$ cat config.mk
export PLATFORM = sky130hd
export DESIGN_NAME = wavetable_voice_scheduler_flat
export DESIGN_NICKNAME = d
export VERILOG_FILES = /design/src/rtl/wavetable_voice_scheduler_if.sv /design/src/rtl/wavetable_voice_scheduler.sv /design/src/flat_wrapper.sv
export SDC_FILE = /design/constraint.sdc
export NUM_CORES = 1
export LEC_CHECK = 0
export ABC_AREA = 0
export CAP_MARGIN = 20
export CORE_MARGIN = 2
export CORE_UTILIZATION = 62
export CTS_CLUSTER_DIAMETER = 120
export DETAILED_ROUTE_END_ITERATION = 6
export PLACE_DENSITY = 0.89
export SYNTH_ARGS = -nofsm -noshare
export SYNTH_HDL_FRONTEND = slang
export SYNTH_SLANG_ARGS = --single-unit
$ cat constraint.sdc
create_clock -name clk -period 8.5 [get_ports clk]
set_input_delay 1.7 -clock clk [delete_from_list [all_inputs] [get_ports clk]]
set_output_delay 1.7 -clock clk [all_outputs]
set_load 0.005 [all_outputs]
$ cat src/rtl/wavetable_voice_scheduler_if.sv
// rtl/wavetable_voice_scheduler_if.sv - control, wavetable and sample-output bundle for the voice scheduler
interface wavetable_voice_scheduler_if #(
    parameter int VOICES = 4
);
    localparam int VW = $clog2(VOICES);

    logic          sample_tick;
    logic          wr_en;
    logic [VW-1:0] wr_voice;
    logic [31:0]   wr_incr;
    logic          wr_enable;
    logic          wr_reset_phase;
    logic          overrun_clr;
    logic [7:0]    wt_phase;
    logic [31:0]   wt_q;
    logic [31:0]   sample_out;
    logic          sample_valid;
    logic          busy;
    logic          overrun;

    // master: host plus wavetable side; slave: the scheduler itself
    modport master (
        output sample_tick, wr_en, wr_voice, wr_incr, wr_enable, wr_reset_phase,
               overrun_clr, wt_q,
        input  wt_phase, sample_out, sample_valid, busy, overrun
    );

    modport slave (
        input  sample_tick, wr_en, wr_voice, wr_incr, wr_enable, wr_reset_phase,
               overrun_clr, wt_q,
        output wt_phase, sample_out, sample_valid, busy, overrun
    );
endinterface

$ cat src/rtl/wavetable_voice_scheduler.sv
// rtl/wavetable_voice_scheduler.sv - time-multiplexes one wavetable port across VOICES oscillators and mixes them
module wavetable_voice_scheduler #(
    parameter int VOICES     = 4,
    parameter int WT_LATENCY = 1
) (
    input  logic                         clk,
    input  logic                         reset_n,
    wavetable_voice_scheduler_if.slave   bus
);
    localparam int VW = $clog2(VOICES);
    localparam int SW = 32 + VW;
    localparam logic [1:0] LAT_LAST = 2'((WT_LATENCY > 0) ? WT_LATENCY - 1 : 0);

    typedef enum logic [1:0] {IDLE, LOOKUP, CAPTURE, DONE} state_t;

    state_t             state, next_state;
    logic [VW-1:0]      v;
    logic [1:0]         lat_cnt;
    logic signed [SW-1:0] sum, sum_next, contrib;
    logic [31:0]        acc  [VOICES];
    logic [31:0]        incr [VOICES];
    logic [VOICES-1:0]  en;
    logic [31:0]        sample_q;
    logic               valid_q, overrun_q, last_voice;

    assign last_voice    = (v == VW'(VOICES - 1));
    assign contrib       = en[v] ? {{VW{bus.wt_q[31]}}, bus.wt_q} : '0;
    assign sum_next      = sum + contrib;

    assign bus.wt_phase     = acc[v][31:24];
    assign bus.busy         = (state != IDLE);
    assign bus.sample_out   = sample_q;
    assign bus.sample_valid = valid_q;
    assign bus.overrun      = overrun_q;

    always_comb begin
        next_state = state;
        case (state)
            IDLE:    if (bus.sample_tick) next_state = (WT_LATENCY == 0) ? CAPTURE : LOOKUP;
            LOOKUP:  if (lat_cnt == LAT_LAST) next_state = CAPTURE;
            CAPTURE: begin
                if (last_voice) next_state = DONE;
                else            next_state = (WT_LATENCY == 0) ? CAPTURE : LOOKUP;
            end
            DONE:    next_state = IDLE;
            default: next_state = IDLE;
        endcase
    end

    always_ff @(posedge clk or negedge reset_n) begin
        if (!reset_n) begin
            state     <= IDLE;
            v         <= '0;
            lat_cnt   <= '0;
            sum       <= '0;
            sample_q  <= '0;
            valid_q   <= 1'b0;
            overrun_q <= 1'b0;
        end else begin
            state   <= next_state;
            valid_q <= 1'b0;
            lat_cnt <= (state == LOOKUP && next_state == LOOKUP) ? lat_cnt + 2'd1 : 2'd0;
            if (state == IDLE && bus.sample_tick) begin
                sum <= '0;
                v   <= '0;
            end
            // Final sum is registered on the last capture so it is presented alongside the DONE pulse
            if (state == CAPTURE) begin
                sum <= sum_next;
                v   <= v + 1'b1;
                if (last_voice) begin
                    sample_q <= 32'(sum_next >>> VW);
                    valid_q  <= 1'b1;
                end
            end
            if (bus.sample_tick && state != IDLE) overrun_q <= 1'b1;
            else if (bus.overrun_clr)             overrun_q <= 1'b0;
        end
    end

    always_ff @(posedge clk or negedge reset_n) begin
        if (!reset_n) begin
            for (int i = 0; i < VOICES; i++) begin
                acc[i]  <= '0;
                incr[i] <= '0;
            end
            en <= '0;
        end else begin
            for (int i = 0; i < VOICES; i++) begin
                if (bus.wr_en && bus.wr_voice == VW'(i)) begin
                    incr[i] <= bus.wr_incr;
                    en[i]   <= bus.wr_enable;
                end
                // A phase reset beats a same-cycle advance of that voice
                if (bus.wr_en && bus.wr_reset_phase && bus.wr_voice == VW'(i))
                    acc[i] <= '0;
                else if (state == CAPTURE && v == VW'(i) && en[i])
                    acc[i] <= acc[i] + incr[i];
            end
        end
    end
endmodule

$ cat src/flat_wrapper.sv
// flat-port wrapper written by rule: the top's interface ports become plain ports
module wavetable_voice_scheduler_flat 
#(
    parameter int VOICES     = 4,
    parameter int WT_LATENCY = 1
)
  (clk, reset_n, bus_sample_tick, bus_wr_en, bus_wr_voice, bus_wr_incr, bus_wr_enable, bus_wr_reset_phase, bus_overrun_clr, bus_wt_q, bus_wt_phase, bus_sample_out, bus_sample_valid, bus_busy, bus_overrun);
  wavetable_voice_scheduler_if #(.VOICES(VOICES)) bus_i ();
  input  logic clk;
  input  logic reset_n;
  input wire logic [$bits(bus_i.sample_tick)-1:0] bus_sample_tick;
  input wire logic [$bits(bus_i.wr_en)-1:0] bus_wr_en;
  input wire logic [$bits(bus_i.wr_voice)-1:0] bus_wr_voice;
  input wire logic [$bits(bus_i.wr_incr)-1:0] bus_wr_incr;
  input wire logic [$bits(bus_i.wr_enable)-1:0] bus_wr_enable;
  input wire logic [$bits(bus_i.wr_reset_phase)-1:0] bus_wr_reset_phase;
  input wire logic [$bits(bus_i.overrun_clr)-1:0] bus_overrun_clr;
  input wire logic [$bits(bus_i.wt_q)-1:0] bus_wt_q;
  output wire logic [$bits(bus_i.wt_phase)-1:0] bus_wt_phase;
  output wire logic [$bits(bus_i.sample_out)-1:0] bus_sample_out;
  output wire logic [$bits(bus_i.sample_valid)-1:0] bus_sample_valid;
  output wire logic [$bits(bus_i.busy)-1:0] bus_busy;
  output wire logic [$bits(bus_i.overrun)-1:0] bus_overrun;
  assign bus_i.sample_tick = bus_sample_tick;
  assign bus_i.wr_en = bus_wr_en;
  assign bus_i.wr_voice = bus_wr_voice;
  assign bus_i.wr_incr = bus_wr_incr;
  assign bus_i.wr_enable = bus_wr_enable;
  assign bus_i.wr_reset_phase = bus_wr_reset_phase;
  assign bus_i.overrun_clr = bus_overrun_clr;
  assign bus_i.wt_q = bus_wt_q;
  assign bus_wt_phase = bus_i.wt_phase;
  assign bus_sample_out = bus_i.sample_out;
  assign bus_sample_valid = bus_i.sample_valid;
  assign bus_busy = bus_i.busy;
  assign bus_overrun = bus_i.overrun;
  wavetable_voice_scheduler #(.VOICES(VOICES), .WT_LATENCY(WT_LATENCY)) u_core (.clk(clk), .reset_n(reset_n), .bus(bus_i));
endmodule
---- Word level (Yosys, flattened, before mapping) ----
Cells that the tools add are included.
word-level totals
  word-level logic and storage cells ...... 98
  input bits .............................. 73
  output and inout bits ................... 43
  flip-flop bits (word level) ............. 334
cells by class
  add/subtract/negate cells ............... 7
  bitwise operators ....................... 1
  mux-type cells .......................... 27
  equality and inequality tests ........... 10
  reductions and logical operators ........ 32
  magnitude comparators ................... 2
operator list
  cell                                                                    number
  32-bit two-way mux                                                      10
  32-bit adder                                                            4
  34-bit two-way mux                                                      3
  32-bit binary-select mux with 2-bit select                              1
  34-bit adder                                                            1
  1-bit logical AND                                                       20
  2-bit nonzero test                                                      7
  2-bit equality test (second input constant)                             6
  2-bit two-way mux                                                       6
  2-bit by 1-bit equality test with 1-bit output (second input constant)  4
  2-bit zero test                                                         4
  2-bit case mux with 4 select lines                                      1
  1-bit two-way mux                                                       5
  2-bit by 1-bit adder with 2-bit output (second input constant)          2
  3-bit greater-or-equal comparator (second input constant)               1
  2-bit by 3-bit < comparator with 1-bit output (second input constant)   1
  2-bit NOT with 3-bit output                                             1
  1-bit binary-select mux with 2-bit select                               1
  2-bit AND reduction                                                     1

---- Logic depth before layout (Yosys ltp) ----
  depth in word-level cells ............... 6
  gate-level depth with buffers ........... 14
  mapped depth without buffers ............ 14

---- Worst setup path after synthesis ----
No wires, ideal clock.
  kind .................................... input-to-reg
  start point ............................. in bus_wt_q[0]
  end point ............................... reg u_core.sample_q[26] (netlist: u_core.bus.sample_out[26])
  path buffers ............................ 0
  data arrival time ....................... 4.221 ns
  data required time ...................... 8.366 ns
  path slack .............................. 4.144 ns
  stages .................................. 13
  setup time .............................. 0.134 ns
  cells stage by stage .................... and2_1 ha_1 fa_1 a21o_1 a21oi_1 o21ai_1 a31oi_1 o21ai_1 a21oi_1 o31ai_2 a41oi_1 xor2_1 o21ai_0
on the way
  longest elaborated chain between the ends .. 2
RTL lines
  element               line                             text
  start, declared       flat_wrapper.sv:18               input wire logic [$bits(bus_i.wt_q)-1:0] bus_wt_q;
  34-bit two-way mux    wavetable_voice_scheduler.sv:27  assign contrib = en[v] ? {{VW{bus.wt_q[31]}}, bus.wt_q} : '0;
  34-bit adder          wavetable_voice_scheduler.sv:28  assign sum_next = sum + contrib;
  end signal, assigned  wavetable_voice_scheduler.sv:72  sample_q <= 32'(sum_next >>> VW);
  end, declared         wavetable_voice_scheduler.sv:23  logic [31:0] sample_q;
No other way between the ends.
A chain may end at the register's enable or synchronous reset.

---- Worst setup path after layout ----
  start point ............................. reg u_core.v[0]
  end point ............................... reg u_core.sample_q[26] (netlist: u_core.bus.sample_out[26])
on the way
  longest elaborated chain between the ends .. 4
  elaborated cells between the ends (all ways) .. 6
  classes of those cells .................. add/sub: 1; eq/ne: 1; mux: 3; reduce/logical: 1
RTL lines
  element                                    line                             text
  start, declared                            wavetable_voice_scheduler.sv:17  logic [VW-1:0] v;
  start signal, assigned                     wavetable_voice_scheduler.sv:70  v <= v + 1'b1;
  1-bit binary-select mux with 2-bit select  wavetable_voice_scheduler.sv:27
  1-bit two-way mux (implied by the code)    wavetable_voice_scheduler.sv:27
  34-bit two-way mux                         wavetable_voice_scheduler.sv:27
  34-bit adder                               wavetable_voice_scheduler.sv:28
Parallel ways exist; a longest one is shown, timed or not. The select of a mux whose other input is x is not followed.

==> impl_results.html <==
<table>
<tr><th>Metric</th><th>Value</th></tr>
<tr><th colspan="2">Power and ir drop</th></tr>
<tr><td>Power after layout</td><td>8.150 mW</td></tr>
<tr><td>Worst vdd ir</td><td>0.2194 mV</td></tr>
<tr><td>Areal power density over the cells</td><td>346.3 nW/um^2</td></tr>
<tr><td>Leak Pwr</td><td>11.09 nW</td></tr>
<tr><th colspan="2">GRT</th></tr>
<tr><td>Number of global-route vias before repair</td><td>17600</td></tr>
<tr><td>First-pass GRT wire length</td><td>87660 um</td></tr>
<tr><td>GRT Overall Usage</td><td>30.65%</td></tr>
<tr><td>Global route total overflow</td><td>0</td></tr>
<tr><td>Maximum number of pins on one net before global-route repair</td><td>133</td></tr>
<tr><td>Number of antenna violations at the first check in global routing</td><td>0</td></tr>
<tr><th colspan="2">Clocking</th></tr>
<tr><td>Cts hold-fix bufs</td><td>0</td></tr>
<tr><td>Post-CTS resize count</td><td>0</td></tr>
<tr><td>Inserted Clock Buffers</td><td>38</td></tr>
<tr><td>Buffer depth of the longest clock path</td><td>3</td></tr>
<tr><td>Clock tree from TritonCTS</td><td>built</td></tr>
<tr><td>TritonCTS Sinks</td><td>between 300 and 400</td></tr>
<tr><td>Clock latency of the later-clocked register in the worst-skew pair</td><td>540 ps</td></tr>
<tr><td>Number of levels in the clock H-tree</td><td>2</td></tr>
<tr><td>Clock root buffer</td><td>sky130_fd_sc_hd__clkbuf_16</td></tr>
<tr><td>Number of buffers added for setup after CTS</td><td>0</td></tr>
<tr><td>Reg clk slew, reported paths</td><td>60 ps</td></tr>
<tr><th colspan="2">Layout</th></tr>
<tr><td>Share of post-route cells with drive strength above 1</td><td>about 11%</td></tr>
<tr><td>Count of non-filler cells in the finished layout</td><td>2701</td></tr>
<tr><td>Net count reported at finish</td><td>around 2500</td></tr>
<tr><td>Area growth from synthesis to layout</td><td>13.94%</td></tr>
<tr><td>Count of fill cells added during filler insertion</td><td>2236</td></tr>
<tr><td>Diode count</td><td>0</td></tr>
<tr><th colspan="2">Routing</th></tr>
<tr><td>DRT Pass-1 Iters</td><td>5</td></tr>
<tr><td>WL met2</td><td>25610 um</td></tr>
<tr><td>Number of remaining DRC errors</td><td>0</td></tr>
<tr><td>Routed len/inst</td><td>19.97 um</td></tr>
<tr><td>Top layer in use</td><td>met4</td></tr>
<tr><td>Sum of met3 wire segment lengths after detailed routing</td><td>3593 um</td></tr>
<tr><td>Vias</td><td>17240</td></tr>
<tr><td>Starting DRC count in detailed routing</td><td>1560</td></tr>
<tr><td>Routed Antenna Nets</td><td>0</td></tr>
<tr><td>DRT met1 WL</td><td>21930 um</td></tr>
<tr><td>Wire length reported by the detailed router</td><td>between 50000 and 60000 um</td></tr>
<tr><td>Vias per cell</td><td>6.382</td></tr>
<tr><th colspan="2">Timing</th></tr>
<tr><td>Worst slew pin tran</td><td>998.5 ps</td></tr>
<tr><td>Share of the clock period used by the worst path</td><td>around 59%</td></tr>
<tr><td>RSZ-0062 raised after global routing</td><td>false</td></tr>
<tr><td>Final hold violation count</td><td>0</td></tr>
<tr><td>Max_slew headroom</td><td>33.44%</td></tr>
<tr><td>Minimum clock period</td><td>5024 ps</td></tr>
<tr><td>Clock Skews</td><td>~19 ps</td></tr>
<tr><td>Post-route setup TNS</td><td>0 ps</td></tr>
<tr><td>Number of slew-limit violations in the final report</td><td>0</td></tr>
<tr><td>Achievable clock frequency</td><td>199.0 MHz</td></tr>
<tr><td>Final setup violation count</td><td>0</td></tr>
<tr><th colspan="2">Floorplanning</th></tr>
<tr><td>Area of the core region</td><td>32700 sq um</td></tr>
<tr><td>Overall die height</td><td>186.5 um</td></tr>
<tr><td>Initial Util</td><td>63.17%</td></tr>
<tr><td>I/O pin total</td><td>116</td></tr>
<tr><td>Number of core rows</td><td>66</td></tr>
<tr><td>Overall die area</td><td>~35000 sq um</td></tr>
<tr><td>Die outline width</td><td>186.5 um</td></tr>
<tr><th colspan="2">Placed design</th></tr>
<tr><td>Number of cells in the design after placement</td><td>between 2000 and 3000</td></tr>
<tr><td>Dpl hpwl</td><td>36670 um</td></tr>
<tr><td>Port Buf Inserts</td><td>115</td></tr>
<tr><td>Placer's final routability congestion estimate</td><td>0.9354</td></tr>
<tr><th colspan="2">Setup path</th></tr>
<tr><td>Max FO, Critical Path</td><td>32</td></tr>
<tr><td>Arrival time at the worst endpoint</td><td>~5400 ps</td></tr>
<tr><td>CP required</td><td>8890 ps</td></tr>
<tr><td>Setup slack on the worst flop-to-flop path</td><td>3480 ps</td></tr>
<tr><td>Worst Path Class, Setup</td><td>flop to flop</td></tr>
<tr><td>Crit end category</td><td>flop</td></tr>
<tr><td>Critical Path Source Type</td><td>flop</td></tr>
<tr><th colspan="2">Synth</th></tr>
<tr><td>Adder-cell share of the synthesized area</td><td>10.30%</td></tr>
<tr><td>Number of unique standard cell types used by synthesis</td><td>76</td></tr>
<tr><td>Post-synthesis register bit count</td><td>about 330</td></tr>
<tr><td>Simple-gate share of the synthesized area</td><td>13.66%</td></tr>
<tr><td>Most used DFF post-synth</td><td>sky130_fd_sc_hd__dfrtp_1</td></tr>
<tr><td>Gate Count Post-Synth</td><td>between 2000 and 2500</td></tr>
<tr><td>Sequential-to-total area share from yosys stat</td><td>40.46%</td></tr>
<tr><td>Dominant combinational cell family by area after synthesis</td><td>compound AO/OA/AOI/OAI gates</td></tr>
<tr><td>Synthesized net count</td><td>2384</td></tr>
<tr><td>Proportion of synthesized flip-flops having asynchronous set or reset</td><td>100.0%</td></tr>
<tr><td>Synthesized-area fraction occupied by ao, oa, aoi and oai cells</td><td>19.55%</td></tr>
<tr><td>Post-Syn Area</td><td>20660 sq um</td></tr>
<tr><td>Post-synth EDFFs</td><td>0</td></tr>
<tr><td>Share of synthesized area spent on multiplexers</td><td>under 10%</td></tr>
<tr><td>Post-synthesis xor/xnor area fraction</td><td>5.682%</td></tr>
<tr><td>Post-Synthesis Mean Instance Area</td><td>between 9 and 10 sq um</td></tr>
<tr><td>YS warnings</td><td>0</td></tr>
<tr><th colspan="2">Flow run</th></tr>
<tr><td>Max-cap violation count</td><td>0</td></tr>
<tr><th colspan="2">Outcome</th></tr>
<tr><td>Status</td><td>complete, no violations</td></tr>
<tr><th colspan="2">Hold path</th></tr>
<tr><td>Class of the worst hold path</td><td>flop to flop</td></tr>
</table>
Yosys cell counts, types with 4 or more instances:
master,count,area (sq um)
sky130_fd_sc_hd__buf_1,5,18.77
sky130_fd_sc_hd__nor2b_1,13,81.33
sky130_fd_sc_hd__o31ai_1,11,82.58
sky130_fd_sc_hd__a22o_1,7,61.31
sky130_fd_sc_hd__a31o_2,5,43.79
sky130_fd_sc_hd__and3_1,17,106.4
sky130_fd_sc_hd__or3_1,8,50.05
sky130_fd_sc_hd__fa_1,5,100.1
sky130_fd_sc_hd__nor4_1,7,43.79
sky130_fd_sc_hd__or4_1,6,45.04
sky130_fd_sc_hd__nand2_1,293,1100
sky130_fd_sc_hd__o21ai_1,16,80.08
sky130_fd_sc_hd__inv_1,30,112.6
sky130_fd_sc_hd__nand4_1,16,100.1
sky130_fd_sc_hd__ha_1,162,2027
sky130_fd_sc_hd__nor2_1,97,364.1
sky130_fd_sc_hd__nor3b_1,5,37.54
sky130_fd_sc_hd__nand3b_1,7,52.55
sky130_fd_sc_hd__dfrtp_1,334,8358
sky130_fd_sc_hd__o22ai_1,6,37.54
sky130_fd_sc_hd__o21ai_0,122,610.6
sky130_fd_sc_hd__and2_1,41,256.5
sky130_fd_sc_hd__o211ai_1,11,82.58
sky130_fd_sc_hd__a31oi_1,14,87.58
sky130_fd_sc_hd__clkbuf_1,79,296.5
sky130_fd_sc_hd__mux2_2,132,1486
sky130_fd_sc_hd__a21oi_1,215,1076
sky130_fd_sc_hd__xnor2_1,92,805.8
sky130_fd_sc_hd__a21boi_0,4,30.03
sky130_fd_sc_hd__mux4_2,9,202.7
sky130_fd_sc_hd__a211o_1,8,70.07
sky130_fd_sc_hd__o21bai_1,28,210.2
sky130_fd_sc_hd__and4_1,5,43.79
sky130_fd_sc_hd__a21o_1,99,743.2
sky130_fd_sc_hd__o21a_1,23,172.7
sky130_fd_sc_hd__nand3_1,38,190.2
sky130_fd_sc_hd__xor2_1,42,367.9
sky130_fd_sc_hd__a211oi_1,34,255.2
sky130_fd_sc_hd__nand2b_1,16,100.1
sky130_fd_sc_hd__nor3_1,31,155.2
sequential cells by signal, indices dropped and copies added, names as in the netlist:
register	cells
u_core.bus.overrun	1
u_core.bus.sample_valid	1
u_core.state	2
u_core.en	4
u_core.v	2
u_core.incr	128
u_core.bus.sample_out	32
u_core.acc	128
u_core.lat_cnt	2
u_core.sum	34
worst paths after layout:
kind | endpoint | depth (start not counted) | startpoint
setup / recovery | u_core.bus.sample_out[26]$_DFFE_PN0P_ | 14 | u_core.v[0]$_DFFE_PN0P_
min in group asynchronous | u_core.acc[22]$_DFFE_PN0P_ | 1 | reset_n
setup reg to reg | u_core.bus.sample_out[26]$_DFFE_PN0P_ | 14 | u_core.v[0]$_DFFE_PN0P_
hold / removal | u_core.lat_cnt[0]$_DFF_PN0_ | 1 | u_core.lat_cnt[0]$_DFF_PN0_
hold reg to reg | u_core.lat_cnt[0]$_DFF_PN0_ | 1 | u_core.lat_cnt[0]$_DFF_PN0_
max in group asynchronous | u_core.acc[101]$_DFFE_PN0P_ | 2 | reset_n
per-layer routing:
metal,GRT usage (%),up-vias
met5,0,-
met4,16.51,0
met3,4.683,173
met2,51.62,732
met1,38.21,8410
li1,-,7924
layout make-up:
type                       instances  area [sq um]  area share [%]
inverter                          30         112.6          0.4784
sequential                       334          8358           35.51
timing repair buffer             136          1341           5.699
tap                              442         553.0           2.350
multi-input combinational       1695         11880           50.49
clock buffer                      53          1109           4.710
clock inverter                    11         180.2          0.7655
power by group:
group / leakage, nW / switching (mW) / total [mW] / internal (mW)
Sequential: 4.25 / 0.387 / 2.47 / 2.09
Clock: 0.631 / 0.660 / 1.69 / 1.03
Combinational: 6.21 / 2.20 / 3.99 / 1.79
cells by family (layout without fill, tap and decap cells):
kind of cell,Yosys count,in the layout
and+or+nand+nor,611,611
muxes,142,142
DFF,334,334
buffers and inverters,115,230
xor gates and xnor gates,134,134
AOI/OAI and AO/OA,641,641
adders and majority gates,167,167
placed cells by master, fill, tap and decap left out, types with 6 or more instances in the layout:
cell type | synthesis | final
sky130_fd_sc_hd__clkbuf_1 | 79 | 6
sky130_fd_sc_hd__a31oi_1 | 14 | 14
sky130_fd_sc_hd__nand2b_1 | 16 | 16
sky130_fd_sc_hd__a211o_1 | 8 | 8
sky130_fd_sc_hd__clkbuf_8 | 0 | 8
sky130_fd_sc_hd__nand3b_1 | 7 | 7
sky130_fd_sc_hd__nand3_1 | 38 | 37
sky130_fd_sc_hd__ha_1 | 162 | 162
sky130_fd_sc_hd__nor2b_1 | 13 | 13
sky130_fd_sc_hd__buf_4 | 0 | 18
sky130_fd_sc_hd__or4_1 | 6 | 6
sky130_fd_sc_hd__nor3_1 | 31 | 31
sky130_fd_sc_hd__o22ai_1 | 6 | 6
sky130_fd_sc_hd__and2_1 | 41 | 41
sky130_fd_sc_hd__a21oi_1 | 215 | 215
sky130_fd_sc_hd__mux2_2 | 132 | 132
sky130_fd_sc_hd__and3_1 | 17 | 17
sky130_fd_sc_hd__xnor2_1 | 92 | 92
sky130_fd_sc_hd__nor4_1 | 7 | 7
sky130_fd_sc_hd__clkdlybuf4s50_1 | 0 | 114
sky130_fd_sc_hd__a211oi_1 | 34 | 34
sky130_fd_sc_hd__mux4_2 | 9 | 9
sky130_fd_sc_hd__o21ai_1 | 16 | 16
sky130_fd_sc_hd__o31ai_1 | 11 | 11
sky130_fd_sc_hd__o21a_1 | 23 | 23
sky130_fd_sc_hd__a21o_1 | 99 | 99
sky130_fd_sc_hd__o211ai_1 | 11 | 11
sky130_fd_sc_hd__dfrtp_1 | 334 | 334
sky130_fd_sc_hd__a22o_1 | 7 | 7
sky130_fd_sc_hd__xor2_1 | 42 | 42
sky130_fd_sc_hd__o21ai_0 | 122 | 122
sky130_fd_sc_hd__inv_1 | 30 | 30
sky130_fd_sc_hd__clkbuf_16 | 0 | 39
sky130_fd_sc_hd__nor2_1 | 97 | 94
sky130_fd_sc_hd__nand2_1 | 293 | 292
sky130_fd_sc_hd__o21bai_1 | 28 | 27
sky130_fd_sc_hd__or3_1 | 8 | 8
sky130_fd_sc_hd__nand4_1 | 16 | 16
worst max-delay path: stages (launching register included):
cell,delay [ps]
sky130_fd_sc_hd__dfrtp_1,770
sky130_fd_sc_hd__mux4_2,870
sky130_fd_sc_hd__and2_1,280
sky130_fd_sc_hd__ha_1,210
sky130_fd_sc_hd__fa_1,450
sky130_fd_sc_hd__a21o_1,210
sky130_fd_sc_hd__a21oi_1,280
sky130_fd_sc_hd__o21ai_1,120
sky130_fd_sc_hd__a31oi_1,330
sky130_fd_sc_hd__o21ai_1,220
sky130_fd_sc_hd__a21oi_1,340
sky130_fd_sc_hd__o31ai_2,190
sky130_fd_sc_hd__a41oi_1,280
sky130_fd_sc_hd__xor2_1,220
sky130_fd_sc_hd__o21ai_0,100
metrics by stage:
step	util, %	instance area [sq um]	hold slack (ps)	worst slack (ps)
final	71.97	23540	441.1	3476
after global placement	67.94	22220	413.2	3366
after floorplan	-	20660	401.9	4144
after global routing	71.97	23540	459.9	3075
after CTS	71.88	23510	439.4	3487
after detailed placement	67.94	22220	420.3	3222
Note: power is estimated with default switching activity, not from simulation.
